$ cat config.mk
export PLATFORM = sky130hd
export DESIGN_NAME = fetch_sequencer
export DESIGN_NICKNAME = d
export VERILOG_FILES = /design/src/rtl/fetch_sequencer.sv
export SDC_FILE = /design/constraint.sdc
export NUM_CORES = 1
export LEC_CHECK = 0
export BUFFER_PORTS_ARGS = -buffer_cell sky130_fd_sc_hd__buf_2
export CAP_MARGIN = 40
export CORE_ASPECT_RATIO = 0.9
export CORE_MARGIN = 3
export CORE_UTILIZATION = 51
export DETAILED_ROUTE_END_ITERATION = 7
export MAX_ROUTING_LAYER = met4
export PLACE_DENSITY = 0.77
export SYNTH_ARGS = -nofsm -noshare
export SYNTH_HDL_FRONTEND = slang
export SYNTH_SLANG_ARGS = --single-unit
$ cat constraint.sdc
create_clock -name clk -period 2.2 [get_ports clk]
set_input_delay 0.11 -clock clk [delete_from_list [all_inputs] [get_ports clk]]
set_output_delay 0.11 -clock clk [all_outputs]
set_load 0.005 [all_outputs]
$ cat src/rtl/fetch_sequencer.sv
// Fetch sequencer: owns the PC, drives instruction-memory fetches over a req/ready
// handshake, and picks the next PC from PC+4, branch or jump targets.
module fetch_sequencer #(
    parameter int                       ADDRESS_WIDTH = 32,
    parameter logic [ADDRESS_WIDTH-1:0] RESET_VECTOR  = 32'h0000_0000,
    parameter int                       WAIT_WIDTH    = 4
) (
    input  logic                     clk,
    input  logic                     rst,
    input  logic                     stall,
    input  logic                     branch_taken,
    input  logic [ADDRESS_WIDTH-1:0] branch_target,
    input  logic                     jump,
    input  logic [ADDRESS_WIDTH-1:0] jump_target,
    output logic                     imem_req,
    output logic [ADDRESS_WIDTH-1:0] imem_addr,
    input  logic                     imem_ready,
    output logic                     instr_valid,
    output logic [ADDRESS_WIDTH-1:0] instr_pc,
    output logic [ADDRESS_WIDTH-1:0] PC,
    output logic                     timeout_err
);

    typedef enum logic [1:0] {
        RESET,
        FETCH,
        STALL,
        ERROR
    } state_t;

    localparam logic [WAIT_WIDTH-1:0] WAIT_MAX = {WAIT_WIDTH{1'b1}};

    state_t                   state;
    logic [WAIT_WIDTH-1:0]    wait_cnt;
    logic                     pending_valid;
    logic [ADDRESS_WIDTH-1:0] pending_target;
    logic                     flush;

    logic                     redirect_any;
    logic [ADDRESS_WIDTH-1:0] redirect_raw;
    logic [ADDRESS_WIDTH-1:0] redirect_target;
    logic [ADDRESS_WIDTH-1:0] pc_plus4;
    logic [ADDRESS_WIDTH-1:0] next_pc;

    assign redirect_any    = jump | branch_taken;
    assign redirect_raw    = jump ? jump_target : branch_target;
    assign redirect_target = redirect_raw & ~ADDRESS_WIDTH'(3);
    assign pc_plus4        = PC + ADDRESS_WIDTH'(4);

    // A redirect arriving this cycle beats one latched while the fetch was waiting
    always_comb begin
        next_pc = pc_plus4;
        if (redirect_any) begin
            next_pc = redirect_target;
        end else if (pending_valid) begin
            next_pc = pending_target;
        end
    end

    assign imem_req  = (state == FETCH);
    assign imem_addr = PC;

    always_ff @(posedge clk) begin
        if (!rst) begin
            state          <= RESET;
            PC             <= RESET_VECTOR;
            instr_pc       <= RESET_VECTOR;
            instr_valid    <= 1'b0;
            timeout_err    <= 1'b0;
            wait_cnt       <= '0;
            pending_valid  <= 1'b0;
            pending_target <= '0;
            flush          <= 1'b0;
        end else begin
            instr_valid <= 1'b0;
            unique case (state)
                RESET: begin
                    state <= stall ? STALL : FETCH;
                end
                FETCH: begin
                    if (imem_ready) begin
                        PC            <= next_pc;
                        instr_pc      <= PC;
                        instr_valid   <= !flush && !redirect_any;
                        wait_cnt      <= '0;
                        flush         <= 1'b0;
                        pending_valid <= 1'b0;
                        state         <= stall ? STALL : FETCH;
                    end else begin
                        // The request stays on the bus; its result is dropped on acceptance
                        if (redirect_any) begin
                            pending_valid  <= 1'b1;
                            pending_target <= redirect_target;
                            flush          <= 1'b1;
                        end
                        if (wait_cnt == WAIT_MAX) begin
                            state       <= ERROR;
                            timeout_err <= 1'b1;
                        end else begin
                            wait_cnt <= wait_cnt + 1'b1;
                        end
                    end
                end
                STALL: begin
                    if (redirect_any) begin
                        PC <= redirect_target;
                    end
                    if (!stall) begin
                        state <= FETCH;
                    end
                end
                ERROR: begin
                    timeout_err <= 1'b1;
                end
                default: state <= RESET;
            endcase
        end
    end

endmodule

* After elaboration in Yosys (flattened, before gate mapping) *
Cells that the tools add are included.

storage, ports and cells
  output and inout port bits = 99
  logic and storage cells = 57
  register bits after elaboration = 103
  input bits = 70

cells by class
  $add $sub $neg = 2
  bitwise gates (word level) = 2
  reduce and logical (&&, ||, !) cells = 16
  eq/ne operators = 11
  multiplexer cells = 18

operators with widths
  cell                     number
  $mux W32                 5
  $pmux W32 S2             1
  $add A32 B3 Y32 const B  1
  $reduce_and A3 Y1        5
  $mux W2                  4
  $mux W4                  2
  $ne A2 B2 Y1 const B     4
  $pmux W2 S3              1
  $reduce_and A2 Y1        3
  $reduce_bool A2 Y1       3
  $add A4 B1 Y4 const B    1
  $eq A2 B2 Y1 const B     2
  $eq A4 B4 Y1 const B     1
  $mux W1                  4
  $ne A2 B1 Y1 const B     2
  $ne A3 B1 Y1 const B     1
  $reduce_bool A3 Y1       1
  $eq A2 B1 Y1 const B     1
  $logic_not A1 Y1         2
  $logic_not A2 Y1         1
  $pmux W1 S2              1
  $logic_and A1 B1 Y1      1
  $not A1 Y1               1
  $or A1 B1 Y1             1

* Depth between registers and ports, before layout *
  depth in word-level cells = 5
  depth in mapped cells = 9
  mapped depth without buffers = 7

* Worst setup path before layout *
No wires, ideal clock.

  path kind = register -> register
  from = register state[0]
  to = register PC[21]
  required time = 2.080 ns
  slack = 0.311 ns
  arrival = 1.769 ns
  buffers on the path = 3
  stages on the path, launching flop included = 10
  period minus slack after synthesis = 1.889 ns
  library setup time = 0.120 ns
  cell sequence = dfxtp_1 > inv_1 > ha_1 > buf_2 > or3_4 > buf_6 > clkbuf_1 > a21oi_1 > nor2_1 > a211o_1

on the way
  cells in the longest elaborated chain, start to end = 3
  elaborated cells between the ends (all ways) = 7
  classes of those cells = 4 x eq/ne; 1 x mux; 2 x reduce/logical

RTL lines
  item                                                   RTL line  RTL
  start, declared                                        33        state_t state;
  start signal, assigned                                 78        state <= stall ? STALL : FETCH;
  start signal, assigned                                 88        state <= stall ? STALL : FETCH;
  $eq A2 B2 Y1 / $eq A2 B1 Y1 (equally long branches)    76        unique case (state)
  $ne A2 B2 Y1 (no source line) (tied with other cells)  n/a
  $reduce_and A3 Y1 (no source line)                     n/a
  end signal, assigned                                   82        PC <= next_pc;
  end signal, assigned                                   106       PC <= redirect_target;
  end, declared                                          20        output logic [ADDRESS_WIDTH-1:0] PC,

Parallel ways exist; a longest one is shown, timed or not.
A chain may end at the register's enable or synchronous reset.

* Final worst setup path *
  from = register state[0]
  to = register PC[31]

Same word-level chain as after synthesis.

==> out/summary.md <==
The tools report the critical register-to-register path startpoint as state[0]. After Yosys synthesis, and, or, nand and nor cells account for 16.3% of the synthesized area. Counting tap cells, the placed design contains a total of 847 instances.

Measured on the finished design, the core utilization comes to 64.9%. Summing all placed instances gives a cell area of 0.00611 sq mm. Routability-driven placement finished with a final weighted congestion of 0.913. Setup repair after global routing left no endpoint under its margin. The classification of the worst-slack hold path was input pin to flip-flop. The routed design could run at a clock period as short as 2.07 ns. The stage delay of the slowest cell on the critical path came out at 0.47 ns. The post-detailed-route DRC marker count is 0. The tree is rooted in a sky130_fd_sc_hd__clkbuf_16. The final layout contains routed wiring with a total length of 15900 microns. The logs give 829 for the count of filler cells inserted in the layout and 169 for the number of top-level design ports. Counting flops with an async set or reset pin after synthesis yields a share of 0%. For the total count of hold-check failures in the final report, the log shows 0. The die covers 0.0116 sq mm.

For hold timing, the worst endpoint is pending_target[25]. The maximum vdd ir drop came out at 0.725 mV. For the worst setup path, the data arrival time is 2.34 ns. Buffers added to address setup during post-CTS repair amount to 0. The path depth of the worst reg2reg path is 8. Once the floorplan was initialized, standard cells occupied 53.6% of the core.

For this run, the top clock speed supported by timing is 484 MHz. The tools report the launch point of the worst hold path as branch_target[25]. For this run, the total global-route usage over all layers was measured as 27.5%.

From left edge to right edge, the die measures 113 microns. The worst pin sits at a relative slew slack of 66.1%. The synthesized netlist devotes 1.18% of its cell area to adder and majority cells. The synthesized netlist contains 72 unique library cells. Of all nets on the critical path, the largest fanout is 6. Final setup violation count: 0. The compound-cell area share of the yosys netlist was 27.6%.

Reg-to-reg critical path endpoint: PC[31]. The synthesized design contains 0 enable-type register cells. For this run, the post-layout net count is 807. The via count of the first global-routing pass came out at 4769.

For the number of levels the H-tree was split into, the log shows 3. The slowest stage of the critical path is the sky130_fd_sc_hd__a211oi_1 cell. Dividing the detail-routed via count by the number of cells gives 6.08. The post-synthesis register bit count was 99. Together, buffers and inverters on the worst path number 2. Among all flip-flop cells after synthesis, the most frequent one is sky130_fd_sc_hd__dfxtp_1. The worst setup path is captured at a flip-flop. The finished cells cover 0.00641 sq mm. Dividing the detail-routed wire length by the instance count gives 18.4 microns. The floorplan has 34 rows. The number of max-slew violations in the final report was 0. The count of antenna diodes in the layout is 0, and the fraction of layout cells with a size suffix above 1 is 33.0%. For the number of DRC markers after the initial detailed-route iteration, the log shows 578.

Counting stages on the worst path, the most repeated cell is sky130_fd_sc_hd__a211oi_1. Counting the buffers created by CTS gives 9. Summed over all nets, the half-perimeter wirelength after detailed placement is 11500 microns.

The total negative setup slack is 0 ns. For the pin with the worst max-slew slack, the measured transition is 0.507 ns. Across the run, the number of max-cap violations was 0. The static leakage is 0.00282 uW, and the gate count after technology mapping is 605.

Between clock sinks in the finished design, the worst skew comes to 0.00530 ns. After synthesis, the largest family of logic cells by area is compound AO/OA/AOI/OAI gates. The run gives 37.5% as the share of synthesized area occupied by flip-flops and latches. TritonCTS built the clock tree.

The average footprint of a synthesized cell is 8.74 sq um. Global routing finished with a remaining overflow of 0. The run gives 0 as the number of antenna violations at the first check in global routing.

The later pin in the worst-skew pair is clocked with a latency of 0.35 ns. The endpoint required time on the critical path is 2.47 ns. The register-to-register path setup slack came out at 0.13 ns. The portion of synthesized area spent on multiplexers is 6.95%. Once detail routing completed, the nets flagged for antenna violations numbered 0.

The filler-free cell count of the finished design was 863. The die is 103 microns tall. The critical path goes through inv_1, ha_1, buf_4, nor2_1, o31ai_1, a211oi_1, a211oi_1, o22ai_1.

The number of stages on the worst hold path was 3. Compared with the post-synthesis result, the final layout area differs by 21.2%. No sink is reached through more buffers than the 2 on the longest clock path. The flow ran to the end, and the final reports show no timing, DRC or antenna violations. Clock-pin slew was measured on the worst setup and hold paths at 0.07 ns. The critical path is of the flip-flop to flip-flop type. Power spread over the standard cell area amounts to 1160 mW/mm^2. Summing every instance area after synthesis gives 0.00529 sq mm. During synthesis, Yosys emitted a total of 0 warnings. The number of iterations in the first detailed-routing pass came out at 5.

The routed layout has 5250 vias. Entering global routing, the biggest net connects 40 pins. The first-pass GRT wire length was 24700 microns; the area of the core was 0.00987 sq mm. The tools report the type of element launching the critical path as a flip-flop. Broken down by cell family, the worst path's largest delay share belongs to compound AO/OA/AOI/OAI gates.

Count of buffers inserted at the top-level ports: 158. The clock drives 99 sinks. Of the available clock period, the critical path in the final layout requires 94.0%.

Summing the areas of all xor and xnor instances in the mapped netlist gives 0.828% of the synthesized area.
[sequential cells by signal, summed over array words and instances (netlist names)]
signal and cells:
flush 1, instr_valid 1, pending_target 30, PC 30, wait_cnt 4, timeout_err 1, state 2, instr_pc 30
[cell usage after synthesis (3+ instances only)]
master / instances / share of area, %
sky130_fd_sc_hd__a211o_1: 5 / 0.83
sky130_fd_sc_hd__a211oi_1: 38 / 5.4
sky130_fd_sc_hd__a21oi_1: 40 / 3.8
sky130_fd_sc_hd__a221oi_1: 4 / 0.66
sky130_fd_sc_hd__a22o_1: 30 / 5.0
sky130_fd_sc_hd__a31o_2: 3 / 0.50
sky130_fd_sc_hd__a31oi_1: 6 / 0.71
sky130_fd_sc_hd__a41oi_1: 3 / 0.50
sky130_fd_sc_hd__and2_1: 3 / 0.35
sky130_fd_sc_hd__and3_1: 9 / 1.1
sky130_fd_sc_hd__and4_1: 4 / 0.66
sky130_fd_sc_hd__buf_2: 14 / 1.3
sky130_fd_sc_hd__buf_4: 37 / 5.3
sky130_fd_sc_hd__clkbuf_1: 30 / 2.1
sky130_fd_sc_hd__dfxtp_1: 99 / 37
sky130_fd_sc_hd__ha_1: 5 / 1.2
sky130_fd_sc_hd__inv_1: 6 / 0.43
sky130_fd_sc_hd__mux2_2: 5 / 1.1
sky130_fd_sc_hd__mux2i_1: 30 / 5.7
sky130_fd_sc_hd__nand2_1: 31 / 2.2
sky130_fd_sc_hd__nand2b_1: 5 / 0.59
sky130_fd_sc_hd__nand3_1: 11 / 1.0
sky130_fd_sc_hd__nand4_1: 5 / 0.59
sky130_fd_sc_hd__nor2_1: 53 / 3.8
sky130_fd_sc_hd__nor3_1: 11 / 1.0
sky130_fd_sc_hd__nor3_2: 3 / 0.57
sky130_fd_sc_hd__o211ai_1: 3 / 0.43
sky130_fd_sc_hd__o21ai_0: 33 / 3.1
sky130_fd_sc_hd__o21ai_1: 3 / 0.28
sky130_fd_sc_hd__o221a_1: 3 / 0.64
sky130_fd_sc_hd__o221a_2: 4 / 0.85
sky130_fd_sc_hd__o221ai_1: 4 / 0.66
sky130_fd_sc_hd__o31ai_1: 8 / 1.1
sky130_fd_sc_hd__or3_1: 6 / 0.71
sky130_fd_sc_hd__xnor2_1: 3 / 0.50
[timing repair]
item	in CTS	in global routing
setup endpoints to repair	0	2
hold buffers	0	0
gates resized for setup	0	2
[worst min-delay path, cell delays in order]
cell,delay (ns)
sky130_fd_sc_hd__buf_2,0.10
sky130_fd_sc_hd__mux2i_1,0.12
sky130_fd_sc_hd__a211oi_1,0.08
[where the power goes]
group	switching (uW)	internal, uW	total [uW]	leakage (uW)
Sequential	364	2140	2510	0.000806
Combinational	1920	1440	3360	0.00187
Clock	738	821	1560	0.000146
[per-layer routing]
layer	global-route usage (%)	up-vias	wire, microns
li1	-	2481	-
met3	6.92	22	1560
met4	6.47	0	169
met5	-	-	0
met2	41.0	292	6980
met1	37.7	2455	7150
[cells in the final DEF, fill, tap and decap left out, types with 5 or more instances in the layout]
cell / count
sky130_fd_sc_hd__a211o_1: 5
sky130_fd_sc_hd__a211oi_1: 38
sky130_fd_sc_hd__a21oi_1: 39
sky130_fd_sc_hd__a22o_1: 30
sky130_fd_sc_hd__a31oi_1: 6
sky130_fd_sc_hd__and3_1: 9
sky130_fd_sc_hd__buf_2: 158
sky130_fd_sc_hd__buf_4: 33
sky130_fd_sc_hd__clkbuf_16: 9
sky130_fd_sc_hd__conb_1: 6
sky130_fd_sc_hd__dfxtp_1: 99
sky130_fd_sc_hd__ha_1: 5
sky130_fd_sc_hd__inv_1: 6
sky130_fd_sc_hd__mux2_2: 5
sky130_fd_sc_hd__mux2i_1: 30
sky130_fd_sc_hd__nand2_1: 31
sky130_fd_sc_hd__nand2b_1: 5
sky130_fd_sc_hd__nand3_1: 11
sky130_fd_sc_hd__nand4_1: 5
sky130_fd_sc_hd__nor2_1: 53
sky130_fd_sc_hd__nor3_1: 11
sky130_fd_sc_hd__o21ai_0: 33
sky130_fd_sc_hd__o31ai_1: 7
sky130_fd_sc_hd__or3_1: 6
[how the worst max path moves through the flow]
stage	from	endpoint	slack [ns]	cells past startpoint
finish	state[0]	PC[31]	0.13	8
global placement	state[0]	PC[26]	0.19	6
detailed placement	state[0]	PC[26]	0.09	6
CTS	state[0]	PC[26]	0.08	6
floorplan	state[0]	PC[21]	0.31	9
global route	state[0]	PC[31]	0.009	8
[per-stage QoR]
stage | worst slack [ns] | total power (uW) | hold slack, ns
5_1_grt | 0.00868 | 7870 | 0.120
3_5_place_dp | 0.0904 | 5810 | 0.442
3_3_place_gp | 0.188 | 5720 | 0.432
6_report | 0.132 | 7430 | 0.117
2_1_floorplan | 0.311 | 4620 | 0.307
4_1_cts | 0.0808 | 7390 | 0.108
[cell families after synthesis]
logic type / after synthesis
AOI/OAI and AO/OA: 206
and+or+nand+nor: 162
DFF: 99
buffers and inverters: 91
muxes: 36
adders and majority gates: 5
xor gates and xnor gates: 5
other: 1
[area by class of cell]
type | count | area, sq um | area share (%)
multi-input combinational | 420 | 2840 | 44.3
sequential | 99 | 1980 | 30.9
timing repair buffer | 195 | 1110 | 17.4
clock buffer | 10 | 239 | 3.73
tap | 126 | 158 | 2.46
clock inverter | 6 | 55.1 | 0.859
inverter | 7 | 26.3 | 0.410
No activity file was read; power rests on OpenSTA's default activity.
